==> config.mk <==
export PLATFORM = sky130hd
export DESIGN_NAME = mips_multicycle_control
export DESIGN_NICKNAME = d
export VERILOG_FILES = /design/src/rtl/mips_multicycle_control_pkg.sv /design/src/rtl/mips_mc_funct_decode.sv /design/src/rtl/mips_multicycle_control.sv
export SDC_FILE = /design/constraint.sdc
export NUM_CORES = 1
export LEC_CHECK = 0
export CORE_MARGIN = 2
export CORE_UTILIZATION = 43
export CTS_CLUSTER_DIAMETER = 200
export DETAILED_ROUTE_END_ITERATION = 10
export HOLD_SLACK_MARGIN = 0.02
export PLACE_DENSITY = 0.89
export SYNTH_ARGS = -nofsm -noshare
export SYNTH_HDL_FRONTEND = slang
export SYNTH_SLANG_ARGS = --single-unit
export TNS_END_PERCENT = 10
==> constraint.sdc <==
create_clock -name clk -period 2.24 [get_ports clk]
set_input_delay 0.448 -clock clk [delete_from_list [all_inputs] [get_ports clk]]
set_output_delay 0.448 -clock clk [all_outputs]
set_load 0.02 [all_outputs]
==> src/rtl/mips_multicycle_control_pkg.sv <==
// Shared encodings for the multi-cycle MIPS control path: states, opcodes, functs, ALU and mux select codes.
package mips_multicycle_control_pkg;

  typedef enum logic [3:0] {
    S_INIT      = 4'd0,
    S_FETCH     = 4'd1,
    S_DECODE    = 4'd2,
    S_MEM_ADDR  = 4'd3,
    S_MEM_READ  = 4'd4,
    S_MEM_WB    = 4'd5,
    S_MEM_WRITE = 4'd6,
    S_R_EXEC    = 4'd7,
    S_R_WB      = 4'd8,
    S_BRANCH    = 4'd9,
    S_JUMP      = 4'd10,
    S_JAL       = 4'd11,
    S_JR        = 4'd12
  } state_t;

  localparam logic [5:0] OP_RTYPE = 6'b000000;
  localparam logic [5:0] OP_LW    = 6'b100011;
  localparam logic [5:0] OP_SW    = 6'b101011;
  localparam logic [5:0] OP_BEQ   = 6'b000100;
  localparam logic [5:0] OP_J     = 6'b000010;
  localparam logic [5:0] OP_JAL   = 6'b000011;

  localparam logic [5:0] FUNCT_ADD  = 6'b100000;
  localparam logic [5:0] FUNCT_SUB  = 6'b100010;
  localparam logic [5:0] FUNCT_AND  = 6'b100100;
  localparam logic [5:0] FUNCT_OR   = 6'b100101;
  localparam logic [5:0] FUNCT_NOR  = 6'b100111;
  localparam logic [5:0] FUNCT_SLT  = 6'b101010;
  localparam logic [5:0] FUNCT_JR   = 6'b001000;
  localparam logic [5:0] FUNCT_JALR = 6'b001001;

  localparam logic [5:0] ALUOP_AND = 6'd0;
  localparam logic [5:0] ALUOP_OR  = 6'd1;
  localparam logic [5:0] ALUOP_ADD = 6'd2;
  localparam logic [5:0] ALUOP_SUB = 6'd6;
  localparam logic [5:0] ALUOP_SLT = 6'd7;
  localparam logic [5:0] ALUOP_NOR = 6'd12;

  localparam logic [1:0] EXT_LOGIC = 2'b00;
  localparam logic [1:0] EXT_ARITH = 2'b01;

  localparam logic [1:0] PCSRC_ALU    = 2'b00;
  localparam logic [1:0] PCSRC_ALUOUT = 2'b01;
  localparam logic [1:0] PCSRC_JUMP   = 2'b10;
  localparam logic [1:0] PCSRC_RS     = 2'b11;

  localparam logic [1:0] SRCB_RT      = 2'b00;
  localparam logic [1:0] SRCB_FOUR    = 2'b01;
  localparam logic [1:0] SRCB_IMM     = 2'b10;
  localparam logic [1:0] SRCB_IMM_SH2 = 2'b11;

  localparam logic [1:0] M2R_ALUOUT = 2'b00;
  localparam logic [1:0] M2R_MDR    = 2'b01;
  localparam logic [1:0] M2R_PC     = 2'b10;

  localparam logic [1:0] RDST_RD = 2'b00;
  localparam logic [1:0] RDST_RT = 2'b01;
  localparam logic [1:0] RDST_RA = 2'b10;

  typedef struct packed {
    logic       cpu_mio;
    logic       pc_write;
    logic       pc_write_cond;
    logic       i_or_d;
    logic       mem_read;
    logic       mem_write;
    logic       ir_write;
    logic [1:0] mem_to_reg;
    logic [1:0] reg_dst;
    logic       reg_write;
    logic       alu_src_a;
    logic [1:0] alu_src_b;
    logic [5:0] alu_op;
    logic [1:0] ext_op;
    logic [1:0] pc_source;
  } ctrl_t;

  function automatic logic is_wait_state(input state_t s);
    return (s == S_FETCH) || (s == S_MEM_READ) || (s == S_MEM_WRITE);
  endfunction

endpackage

==> src/rtl/mips_mc_funct_decode.sv <==
// Combinational R-type funct decode: recognised flag, ALU operation, jr/jalr detection.
module mips_mc_funct_decode
  import mips_multicycle_control_pkg::*;
(
  input  logic [5:0] funct,
  output logic       legal,
  output logic [5:0] alu_op,
  output logic       is_jr,
  output logic       is_jalr
);

  always_comb begin
    legal   = 1'b1;
    alu_op  = ALUOP_AND;
    is_jr   = 1'b0;
    is_jalr = 1'b0;
    case (funct)
      FUNCT_ADD:  alu_op = ALUOP_ADD;
      FUNCT_SUB:  alu_op = ALUOP_SUB;
      FUNCT_AND:  alu_op = ALUOP_AND;
      FUNCT_OR:   alu_op = ALUOP_OR;
      FUNCT_NOR:  alu_op = ALUOP_NOR;
      FUNCT_SLT:  alu_op = ALUOP_SLT;
      FUNCT_JR:   is_jr = 1'b1;
      FUNCT_JALR: is_jalr = 1'b1;
      default:    legal = 1'b0;
    endcase
  end

endmodule

==> src/rtl/mips_multicycle_control.sv <==
// Multi-cycle MIPS control FSM: 3-5 cycles per instruction, stalls on MIO_ready with a bounded wait.
// jal/jr/jalr support is added when MIPS_MC_LINK_EN is defined.
module mips_multicycle_control #(
  parameter int ALUOP_W     = 6,
  parameter int TIMEOUT_W   = 4,
  parameter int MIO_TIMEOUT = 15
) (
  input  logic               clk,
  input  logic               rst,
  input  logic [5:0]         Op,
  input  logic [5:0]         Funct,
  input  logic               MIO_ready,
  output logic               CPU_MIO,
  output logic               PCWrite,
  output logic               PCWriteCond,
  output logic               IorD,
  output logic               MemRead,
  output logic               MemWrite,
  output logic               IRWrite,
  output logic [1:0]         MemtoReg,
  output logic [1:0]         RegDst,
  output logic               RegWrite,
  output logic               ALUSrcA,
  output logic [1:0]         ALUSrcB,
  output logic [ALUOP_W-1:0] ALUOp,
  output logic [1:0]         EXTOp,
  output logic [1:0]         PCSource,
  output logic [3:0]         state_o,
  output logic               bus_err,
  output logic               illegal
);
  import mips_multicycle_control_pkg::*;

  state_t               state, state_nxt;
  ctrl_t                c;
  logic [TIMEOUT_W-1:0] wait_cnt;
  logic                 store_q;
  logic                 dec_illegal;
  logic                 timeout;
  logic                 fd_legal, fd_jr, fd_jalr;
  logic [5:0]           fd_alu_op;
`ifdef MIPS_MC_LINK_EN
  logic                 jalr_q;
`endif

  mips_mc_funct_decode u_funct_decode (
    .funct   (Funct),
    .legal   (fd_legal),
    .alu_op  (fd_alu_op),
    .is_jr   (fd_jr),
    .is_jalr (fd_jalr)
  );

  assign timeout = is_wait_state(state) && !MIO_ready &&
                   (wait_cnt == TIMEOUT_W'(MIO_TIMEOUT));

  always_ff @(posedge clk or posedge rst) begin
    if (rst) state <= S_INIT;
    else     state <= state_nxt;
  end

  // Counter only runs across consecutive stalled cycles, so any wait-state entry sees zero.
  always_ff @(posedge clk or posedge rst) begin
    if (rst) begin
      wait_cnt <= '0;
      store_q  <= 1'b0;
      bus_err  <= 1'b0;
      illegal  <= 1'b0;
    end else begin
      if (is_wait_state(state) && !MIO_ready && !timeout) wait_cnt <= wait_cnt + 1'b1;
      else                                                 wait_cnt <= '0;
      if (state == S_DECODE) store_q <= (Op == OP_SW);
      bus_err <= timeout;
      illegal <= dec_illegal;
    end
  end

`ifdef MIPS_MC_LINK_EN
  always_ff @(posedge clk or posedge rst) begin
    if (rst)                    jalr_q <= 1'b0;
    else if (state == S_DECODE) jalr_q <= fd_jalr;
  end
`endif

  always_comb begin
    state_nxt   = state;
    c           = '0;
    dec_illegal = 1'b0;
    case (state)
      S_INIT: state_nxt = S_FETCH;
      S_FETCH: begin
        c.cpu_mio   = 1'b1;
        c.mem_read  = 1'b1;
        c.alu_src_b = SRCB_FOUR;
        c.alu_op    = ALUOP_ADD;
        if (MIO_ready) begin
          c.ir_write = 1'b1;
          c.pc_write = 1'b1;
          state_nxt  = S_DECODE;
        end
      end
      S_DECODE: begin
        c.alu_src_b = SRCB_IMM_SH2;
        c.alu_op    = ALUOP_ADD;
        c.ext_op    = EXT_ARITH;
        case (Op)
          OP_LW, OP_SW: state_nxt = S_MEM_ADDR;
          OP_RTYPE: begin
            if (fd_legal && !fd_jr && !fd_jalr) state_nxt = S_R_EXEC;
`ifdef MIPS_MC_LINK_EN
            else if (fd_jr || fd_jalr) state_nxt = S_JR;
`endif
            else begin
              state_nxt   = S_FETCH;
              dec_illegal = 1'b1;
            end
          end
          OP_BEQ: state_nxt = S_BRANCH;
          OP_J:   state_nxt = S_JUMP;
`ifdef MIPS_MC_LINK_EN
          OP_JAL: state_nxt = S_JAL;
`endif
          default: begin
            state_nxt   = S_FETCH;
            dec_illegal = 1'b1;
          end
        endcase
      end
      S_MEM_ADDR: begin
        c.alu_src_a = 1'b1;
        c.alu_src_b = SRCB_IMM;
        c.alu_op    = ALUOP_ADD;
        c.ext_op    = EXT_ARITH;
        state_nxt   = store_q ? S_MEM_WRITE : S_MEM_READ;
      end
      S_MEM_READ: begin
        c.cpu_mio  = 1'b1;
        c.mem_read = 1'b1;
        c.i_or_d   = 1'b1;
        if (MIO_ready) state_nxt = S_MEM_WB;
      end
      S_MEM_WB: begin
        c.reg_write  = 1'b1;
        c.reg_dst    = RDST_RT;
        c.mem_to_reg = M2R_MDR;
        state_nxt    = S_FETCH;
      end
      S_MEM_WRITE: begin
        c.cpu_mio   = 1'b1;
        c.mem_write = 1'b1;
        c.i_or_d    = 1'b1;
        if (MIO_ready) state_nxt = S_FETCH;
      end
      S_R_EXEC: begin
        c.alu_src_a = 1'b1;
        c.alu_src_b = SRCB_RT;
        c.ext_op    = EXT_LOGIC;
        c.alu_op    = fd_alu_op;
        state_nxt   = S_R_WB;
      end
      S_R_WB: begin
        c.reg_write  = 1'b1;
        c.reg_dst    = RDST_RD;
        c.mem_to_reg = M2R_ALUOUT;
        state_nxt    = S_FETCH;
      end
      S_BRANCH: begin
        c.alu_src_a     = 1'b1;
        c.alu_src_b     = SRCB_RT;
        c.alu_op        = ALUOP_SUB;
        c.pc_write_cond = 1'b1;
        c.pc_source     = PCSRC_ALUOUT;
        state_nxt       = S_FETCH;
      end
      S_JUMP: begin
        c.pc_write  = 1'b1;
        c.pc_source = PCSRC_JUMP;
        state_nxt   = S_FETCH;
      end
`ifdef MIPS_MC_LINK_EN
      S_JAL: begin
        c.pc_write   = 1'b1;
        c.pc_source  = PCSRC_JUMP;
        c.reg_write  = 1'b1;
        c.reg_dst    = RDST_RA;
        c.mem_to_reg = M2R_PC;
        state_nxt    = S_FETCH;
      end
      S_JR: begin
        c.pc_write  = 1'b1;
        c.pc_source = PCSRC_RS;
        if (jalr_q) begin
          c.reg_write  = 1'b1;
          c.reg_dst    = RDST_RD;
          c.mem_to_reg = M2R_PC;
        end
        state_nxt = S_FETCH;
      end
`endif
      default: state_nxt = S_INIT;
    endcase
    // An expired wait suppresses every strobe so the aborted transfer leaves no side effects.
    if (timeout) begin
      c         = '0;
      state_nxt = S_FETCH;
    end
  end

  assign CPU_MIO     = c.cpu_mio;
  assign PCWrite     = c.pc_write;
  assign PCWriteCond = c.pc_write_cond;
  assign IorD        = c.i_or_d;
  assign MemRead     = c.mem_read;
  assign MemWrite    = c.mem_write;
  assign IRWrite     = c.ir_write;
  assign MemtoReg    = c.mem_to_reg;
  assign RegDst      = c.reg_dst;
  assign RegWrite    = c.reg_write;
  assign ALUSrcA     = c.alu_src_a;
  assign ALUSrcB     = c.alu_src_b;
  assign ALUOp       = ALUOP_W'(c.alu_op);
  assign EXTOp       = c.ext_op;
  assign PCSource    = c.pc_source;
  assign state_o     = state;

endmodule

==> impl_metrics.json <==
{
  "status": "finished clean",
  "io_pins": 46,
  "synth-seq-cells": 11,
  "grt_pass1_wl_mm": 4.28,
  "synth_edf_count": 0,
  "drt-total-wl_mm": 2.53,
  "core_mm2": 0.00200,
  "max_freq_ghz": 0.454,
  "chipHeight_um": 50.7,
  "min_path_type": "primary input to async pin",
  "die-area_mm2": 0.00257,
  "antenna_found_initial": 0,
  "finClkSkew_ps": 2.55,
  "grt_setup_unrepaired": "true",
  "grt_usage_pct": 21.8,
  "seqPwrFrac_pct": 17.9,
  "rows": 16,
  "critPathMaxFanout": 3,
  "cts_setup_buffers": 0,
  "avgSynthCellArea_um2": 7.73,
  "min_period_ps": 2200,
  "place_congestion": 0.882,
  "worstPathArrival_ps": 1760,
  "clkTransAtPathRegs_ps": 70,
  "yosysWarningCount": 0,
  "numCtsBuffers": 3,
  "ctsHtreeMaxLevel": 1,
  "p_leak_nw": 0.723,
  "switching_share_pct": 47.5,
  "worstSetupStartpointType": "primary input",
  "p_clk_share_pct": 8.3,
  "path_class": "primary input to output port",
  "post_synth_num_cell_types": 44,
  "num_antenna_cells": 0,
  "numPortBuffers": 40,
  "clockBufferDepth": 2,
  "cts_tree": "yes",
  "wl_per_cell_um": 12.4,
  "clk_latency_ps": 260,
  "hold_buffers": 0,
  "first_pass_iters": 5,
  "drive_gt1_share_pct": 24.2,
  "final_util_pct": 73.3,
  "max-vdd-ir-drop_v": 0.000614,
  "root_buffer": "clkbuf_4",
  "switchingPower_mw": 0.749,
  "pwr_density_cell_mw_per_mm2": 1070,
  "synthTopCellsByArea": "dfrtp_1 29%, nor2_1 9.2%, buf_4 5.6%",
  "pwr-share-comb_pct": 73.9,
  "required_ps": 1790,
  "synth_cells": 121,
  "final.setup.tns_ps": 0,
  "hold_viol_final": 0,
  "via_per_inst": 5.19,
  "dp_hpwl_mm": 2.10,
  "first_global_vias": 1008,
  "slew_violations": 0,
  "drc": 0,
  "die-width_um": 50.7,
  "routed-via-count": 1063,
  "fin_crit_sh_pct": 98.4,
  "yosys.area.top_type": "dfrtp_1",
  "cap_violations": 0,
  "cts_sinks": 11,
  "setup_viol": 0,
  "initial_core_util_pct": 46.8,
  "synthFlopType": "dfrtp_1",
  "intPower_mw": 0.827,
  "layout_common_cells": "23 x nor2_1, 21 x buf_4, 20 x clkdlybuf4s50_1",
  "mostFrequentLayoutCell": "nor2_1",
  "yosysSeqAreaShare_pct": 29.4,
  "grt_overflow": 0,
  "yosysTopAreaCellShare_pct": 29.4,
  "finalNetCount": 195,
  "ant_nets": 0,
  "end_kind": "output port",
  "area_growth_pct": 56.8,
  "grt_max_degree": 18,
  "synth_area_um2": 936,
  "drt_iter0_markers": 26,
  "ys_async_sr_fraction_pct": 100
}
[cells in the mapped netlist, types with 2 or more instances]
cell	number
buf_4	7
and2_1	2
xnor2_1	2
o21ai_0	2
o22ai_1	2
a21oi_1	6
nand4_1	2
clkbuf_1	4
dfrtp_1	11
xor2_1	2
nand2b_1	7
inv_1	2
nor4_1	2
o21a_1	2
nor2b_1	6
and3_1	2
nand4b_1	2
nor3_1	6
nand3_1	3
nor2_1	23
nand2_1	3
[worst max-delay path, stage by stage]
cell and delay (ps):
clkdlybuf4s50_1 470, nand2b_1 150, nor2_1 70, a41oi_1 230, o31ai_1 100, clkdlybuf4s15_1 290
[power by group through the flow]
stage / Sequential [mW] / Clock [mW] / Combinational, mW
4_1_cts: 0.280 / 0.134 / 1.17
3_5_place_dp: 0.281 / 0 / 1.26
6_report: 0.281 / 0.130 / 1.16
5_1_grt: 0.291 / 0.147 / 1.24
2_1_floorplan: 0.333 / 0 / 0.630
3_3_place_gp: 0.280 / 0 / 1.23
[final cells by class]
cell class / instances / area, um^2
Clock buffer: 4 / 26.3
Fill cell: 158 / 534
Inverter: 2 / 7.51
Multi-Input combinational cell: 100 / 613
Sequential cell: 11 / 275
Tap cell: 27 / 33.8
Timing Repair Buffer: 61 / 512
[what timing repair did]
item                                   CTS  global route
setup endpoints to repair               19            12
cloned                                   0             0
resized for setup                       27            23
endpoints found under the hold margin    0             0
[registers in the layout, indices dropped and copies added, names as in the netlist]
register and cells:
state_o 4, wait_cnt 4, bus_err 1, illegal 1, store_q 1
[metal layers]
layer,vias to the layer above,global-route usage [%],part of all wire (%)
met5,-,0,0
li1,535,-,-
met4,0,4.50,0.47
met2,41,38.4,51
met3,4,4.46,5.3
met1,483,27.3,44
[final timing paths]
| path | slack (ps) | end | start | cells past startpoint |
|---|---|---|---|---|
| worst max-delay path | 40 | ALUOp[1] | Funct[4] | 6 |
| worst min-delay path | 460 | wait_cnt[2] | rst | 2 |
| worst max register to register | 590 | state_o[1] | state_o[2] | 6 |
| worst min register to register | 530 | store_q | store_q | 1 |
| max in group asynchronous | 1490 | state_o[3] | rst | 2 |
| min in group clk | 530 | store_q | store_q | 1 |
[cell families (layout without fill, tap and decap cells)]
group	count (synthesis)	count (layout)	share of synthesized area, %
XOR/XNOR	4	4	3.74
AO/OA/AOI/OAI	22	22	16.2
multiplexers	1	1	1.20
adder cells (fa/ha/maj)	1	1	1.34
other	1	5	0.401
AND/OR/NAND/NOR	67	67	39.2
buffers and inverters	14	67	8.56
flip-flops	11	11	29.4
[metrics by stage]
step	power [mW]	cell area (um^2)	cells	setup slack, ps	hold WS [ps]
after floorplan	0.962	956	125	42.8	300
after global placement	1.51	1480	201	-314	486
after detailed placement	1.54	1480	201	-354	522
after CTS	1.58	1480	205	0.806	473
after global routing	1.68	1470	205	-31.3	527
final	1.58	1470	205	36.4	463
Note: power is estimated with default switching activity, not from simulation.
==> edit 1, RTL diff (same flow settings) <==
Put one more register stage on the output `bus_err`, without a reset. The value now appears one clock later. The other outputs are not delayed to match.
--- a/src/rtl/mips_multicycle_control.sv
+++ b/src/rtl/mips_multicycle_control.sv
@@ -31,6 +31,8 @@
 );
   import mips_multicycle_control_pkg::*;
 
+  logic bus_err_s0;
+
   state_t               state, state_nxt;
   ctrl_t                c;
   logic [TIMEOUT_W-1:0] wait_cnt;
@@ -64,13 +66,13 @@
     if (rst) begin
       wait_cnt <= '0;
       store_q  <= 1'b0;
-      bus_err  <= 1'b0;
+      bus_err_s0 <= 1'b0;
       illegal  <= 1'b0;
     end else begin
       if (is_wait_state(state) && !MIO_ready && !timeout) wait_cnt <= wait_cnt + 1'b1;
       else                                                 wait_cnt <= '0;
       if (state == S_DECODE) store_q <= (Op == OP_SW);
-      bus_err <= timeout;
+      bus_err_s0 <= timeout;
       illegal <= dec_illegal;
     end
   end
@@ -223,5 +225,9 @@
   assign PCSource    = c.pc_source;
   assign state_o     = state;
 
+  always_ff @(posedge clk) begin
+    bus_err <= bus_err_s0;
+  end
+
 endmodule
 
Behaviour: no difference found for any inputs over 10 cycles, from zero or initial values and one cycle with rst high; that may be too few to reach the edited logic, so the function may still have changed.
==> edit 1 against the unedited design <==
Final area up 5.3%; setup slack better by 0.0058 ns; area after synthesis up 11%; maximum frequency up 0.26%; routed wire length up 21%; sequential share of layout area up 0.35 points; sequential cell count up 1; power up 2.9%; clock skew up 0.0017 ns; via count up 5.3%.
==> edit 1: results (changes against the unedited design) <==
{| class="wikitable"
! Metric !! Value
|-
| Result of the run || completed
|-
| Leak pwr || 0.0007403 uW (+2.5%)
|-
| Crit Path Max Fanout || 6 (+3)
|-
| Wire length on met1 || 1.244 mm (+13%)
|-
| Met2 global-route usage || 0.4188 (+0.03498)
|-
| Worst setup slack for register-to-register paths || 0.48 ns (-0.11 ns)
|-
| Worst vdd ir || 0.6125 mV (-0.17%)
|-
| Pin count of the biggest net entering global routing || 16 (-2)
|-
| Final worst path period share || 0.9812 (-0.002571)
|-
| Switching share of total power || 0.4685 (-0.006822)
|-
| Adder-cell area share of the yosys netlist || 0.01203 (-0.001335)
|-
| Wirelength, routed || 3.069 mm (+21%)
|-
| Gate count of the mapped netlist || 128 (+5.8%)
|-
| All-Layer GR Usage || 0.2269 (+0.009311)
|-
| Mean routed wirelength per cell || 14.83 um (+20%)
|-
| Top post-synthesis cells by count || 18 x nor2_1, 11 x dfrtp_1, 8 x buf_4, 8 x nand2_1, 8 x nor3_1
|-
| RePlAce Congestion || 0.9079 (+2.9%)
|-
| Mux cell area share after synthesis || 0.01083 (-0.001202)
|-
| Routed wl met2 || 1.657 mm (+29%)
|-
| Fraction of the mapped netlist area in compound gates || 0.1709 (+0.009114)
|-
| Via-to-Cell Ratio || 5.406 (+4.3%)
|-
| Worst R2R Start || wait_cnt[0]$_DFF_PP0_
|-
| Global-route wire length before repair || 4.781 mm (+12%)
|-
| Capturing element of the worst setup path || ALUSrcB[0]
|-
| Dpl hpwl || 2.375 mm (+13%)
|-
| Total number of nets in the final design || 196 (+0.51%)
|-
| Met3 WL post-DR || 152 um (+14%)
|}
-- edit 1: cell types whose count changed after synthesis, moves of 3 or more --
| cell | before | now |
|---|---|---|
| nand2_1 | 3 | 8 |
| o21ai_0 | 2 | 6 |
| nor2_1 | 23 | 18 |
| nor2b_1 | 6 | 2 |
| nand2b_1 | 7 | 4 |
| clkbuf_1 | 4 | 1 |
-- edit 1: stage by stage --
stage	hold WS, ns	total power (uW)
after floorplan	0.3004	993.9
after global placement	0.3269	1473
after detailed placement	0.3337	1507
after CTS	0.3506	1635
after global routing	0.3670	1721
final	0.3488	1622
-- edit 1: what timing repair did --
item                       4_1_cts  5_1_grt
setup endpoints to repair       17       13
pin swaps                        1        3
gates resized for setup         32       17
-- edit 1: cell type report --
cell class              count  area, um^2
multi-input cells         103       664.4
repair buffers             56       499.2
inverters                   4       15.01
well taps                  28       35.03
flip-flops and latches     12       295.3
clock buffers               4       36.28
fillers                   191       709.4
==> edit 2, RTL diff (config.mk and constraints unchanged) <==
Without the edit above. Build with the macro `MIPS_MC_LINK_EN` defined.
--- a/src/rtl/mips_multicycle_control.sv
+++ b/src/rtl/mips_multicycle_control.sv
@@ -1,5 +1,7 @@
 // Multi-cycle MIPS control FSM: 3-5 cycles per instruction, stalls on MIO_ready with a bounded wait.
 // jal/jr/jalr support is added when MIPS_MC_LINK_EN is defined.
+`define MIPS_MC_LINK_EN
+
 module mips_multicycle_control #(
   parameter int ALUOP_W     = 6,
   parameter int TIMEOUT_W   = 4,
Behaviour: not the same (a bounded check fails within 4 cycles, from zero or initial values and one cycle with rst high).
==> edit 2 against the unedited design <==
The flow now finishes with violations (setup timing); sequential cell count is 1 higher; critical endpoint unchanged; area after synthesis is 21% higher; final area increased by 21%; routed wire length is 47% higher; setup slack got worse by 0.070 ns; non-clock buffer count is 17 higher; power is 22% higher; register-to-register slack got worse by 0.30 ns.
==> edit 2: results (changes against the unedited design) <==
{| class="wikitable"
! Metric !! Value
|-
| Leak pwr || 0.0008004 uW (+11%)
|-
| RePlAce Congestion || 0.8484 (-3.8%)
|-
| Number of global-route vias before repair || 1,373 (+36%)
|-
| Pin count of the biggest net entering global routing || 13 (-5)
|-
| Buffer count from post-CTS setup fixing || 2 (+2)
|-
| WHS || 0.4752 ns (+0.01255 ns)
|-
| Post-synthesis share of cell area spent on xor and xnor gates || 0.02320 (-0.01423)
|-
| Worst r2r dst || state_o[3]$_DFFE_PP0P_
|-
| Number of unique standard cell types used by synthesis || 48 (+9.1%)
|-
| Result of the run || finished with violations
|-
| Largest cells by area after synthesis || dfrtp_1 27%, nor2_1 6.3%, nand2b_1 6.1%
|-
| Crit Path Max Fanout || 7 (+4)
|-
| Worst-case setup slack after placement || -0.4176 ns (-0.06349 ns)
|-
| Wirelength, routed || 3.731 mm (+47%)
|-
| Iter 0 DRT Violations || 37 (+42%)
|-
| Violations in the final reports || setup timing
|-
| Top post-synthesis cells by count || 19 x nor2_1, 12 x dfrtp_1, 11 x nand2b_1
|-
| Adder-cell area share of the yosys netlist || 0.01105 (-0.002319)
|-
| Pre-Repair DR Iteration Count || 4 (-1)
|-
| Post-cts repair resize count || 47 (+74%)
|-
| Final Skew || 0.005513 ns (+0.002967 ns)
|-
| Length in cells of the worst reg-to-reg path || 5 (-1)
|-
| Final Setup Violations || 1 (+1)
|-
| Post-DP Area || 1774 um^2 (+20%)
|-
| Fraction of the mapped netlist area in compound gates || 0.2298 (+0.06807)
|-
| Worst vdd ir || 0.8761 mV (+43%)
|-
| Number of placed cells counting well taps || 241 (+20%)
|-
| Worst setup slack for register-to-register paths || 0.29 ns (-0.30 ns)
|-
| Post-route worst setup slack || -0.03406 ns (-0.07049 ns)
|-
| Mean cell area of the mapped netlist || 7.703 um^2 (-0.41%)
|-
| Port Buf Inserts || 42 (+5.0%)
|-
| Mux cell area share after synthesis || 0.01989 (+0.007857)
|-
| Via-to-Cell Ratio || 5.706 (+10%)
|-
| Arrival time at the worst endpoint || 1.83 ns (+0.07 ns)
|-
| Register area share after synthesis || 0.2652 (-0.02892)
|-
| Setup total negative slack || -0.03406 ns (-0.03406 ns)
|-
| Fill cells || 194 (+23%)
|-
| All-Layer GR Usage || 0.2408 (+0.02319)
|-
| Maximum clock path buffer count || 2 (unchanged)
|}
==> edit 2: power by group <==
part / total, uW / switching [uW] / internal, uW
Sequential: 338 / 58.0 / 280
Clock: 129 / 66.4 / 62.2
Combinational: 1460 / 791 / 667
==> edit 2: worst max-delay path by stage <==
stage	slack, ns	end	start	cells after the start
after detailed placement	-0.42	ALUOp[2]	Funct[5]	7
after global routing	-0.08	ALUOp[1]	state_o[1]$_DFFE_PP0P_	6
after floorplan	0.006	PCWrite	state_o[0]$_DFFE_PP0P_	4
after CTS	-0.12	MemRead	state_o[0]$_DFFE_PP0P_	5
final	-0.03	ALUOp[1]	MIO_ready	7
after global placement	-0.38	ALUOp[2]	Funct[5]	7
==> edit 2: worst max-delay path, stage by stage <==
cell             delay (ns)
clkdlybuf4s50_1        0.42
or2_2                  0.31
a211oi_4               0.19
buf_6                  0.16
buf_4                  0.11
nor2_1                 0.04
buf_2                  0.16
==> edit 2: kinds of logic (layout without fill, tap and decap cells) <==
kind of cell             Yosys count  after routing
multiplexers                       2              2
XOR/XNOR                           3              3
AO/OA/AOI/OAI                     37             37
other                              1              3
AND/OR/NAND/NOR                   75             75
adder cells (fa/ha/maj)            1              1
buffers and inverters             16             85
flip-flops                        12             12
==> edit 2: area by class of cell <==
type	instances	area, um^2	share of cell area
clock buffer	3	22.52	0.01270
inverter	4	15.01	0.008469
multi-input combinational	121	770.7	0.4347
sequential	12	302.8	0.1708
tap	30	37.54	0.02117
timing repair buffer	78	624.3	0.3522
==> edit 2: per-layer routing <==
| metal | GRT usage | share of wire |
|---|---|---|
| met1 | 0.2628 | 0.39 |
| met2 | 0.4694 | 0.54 |
| met3 | 0.03279 | 0.050 |
| met4 | 0.07666 | 0.016 |
| met5 | 0 | 0 |
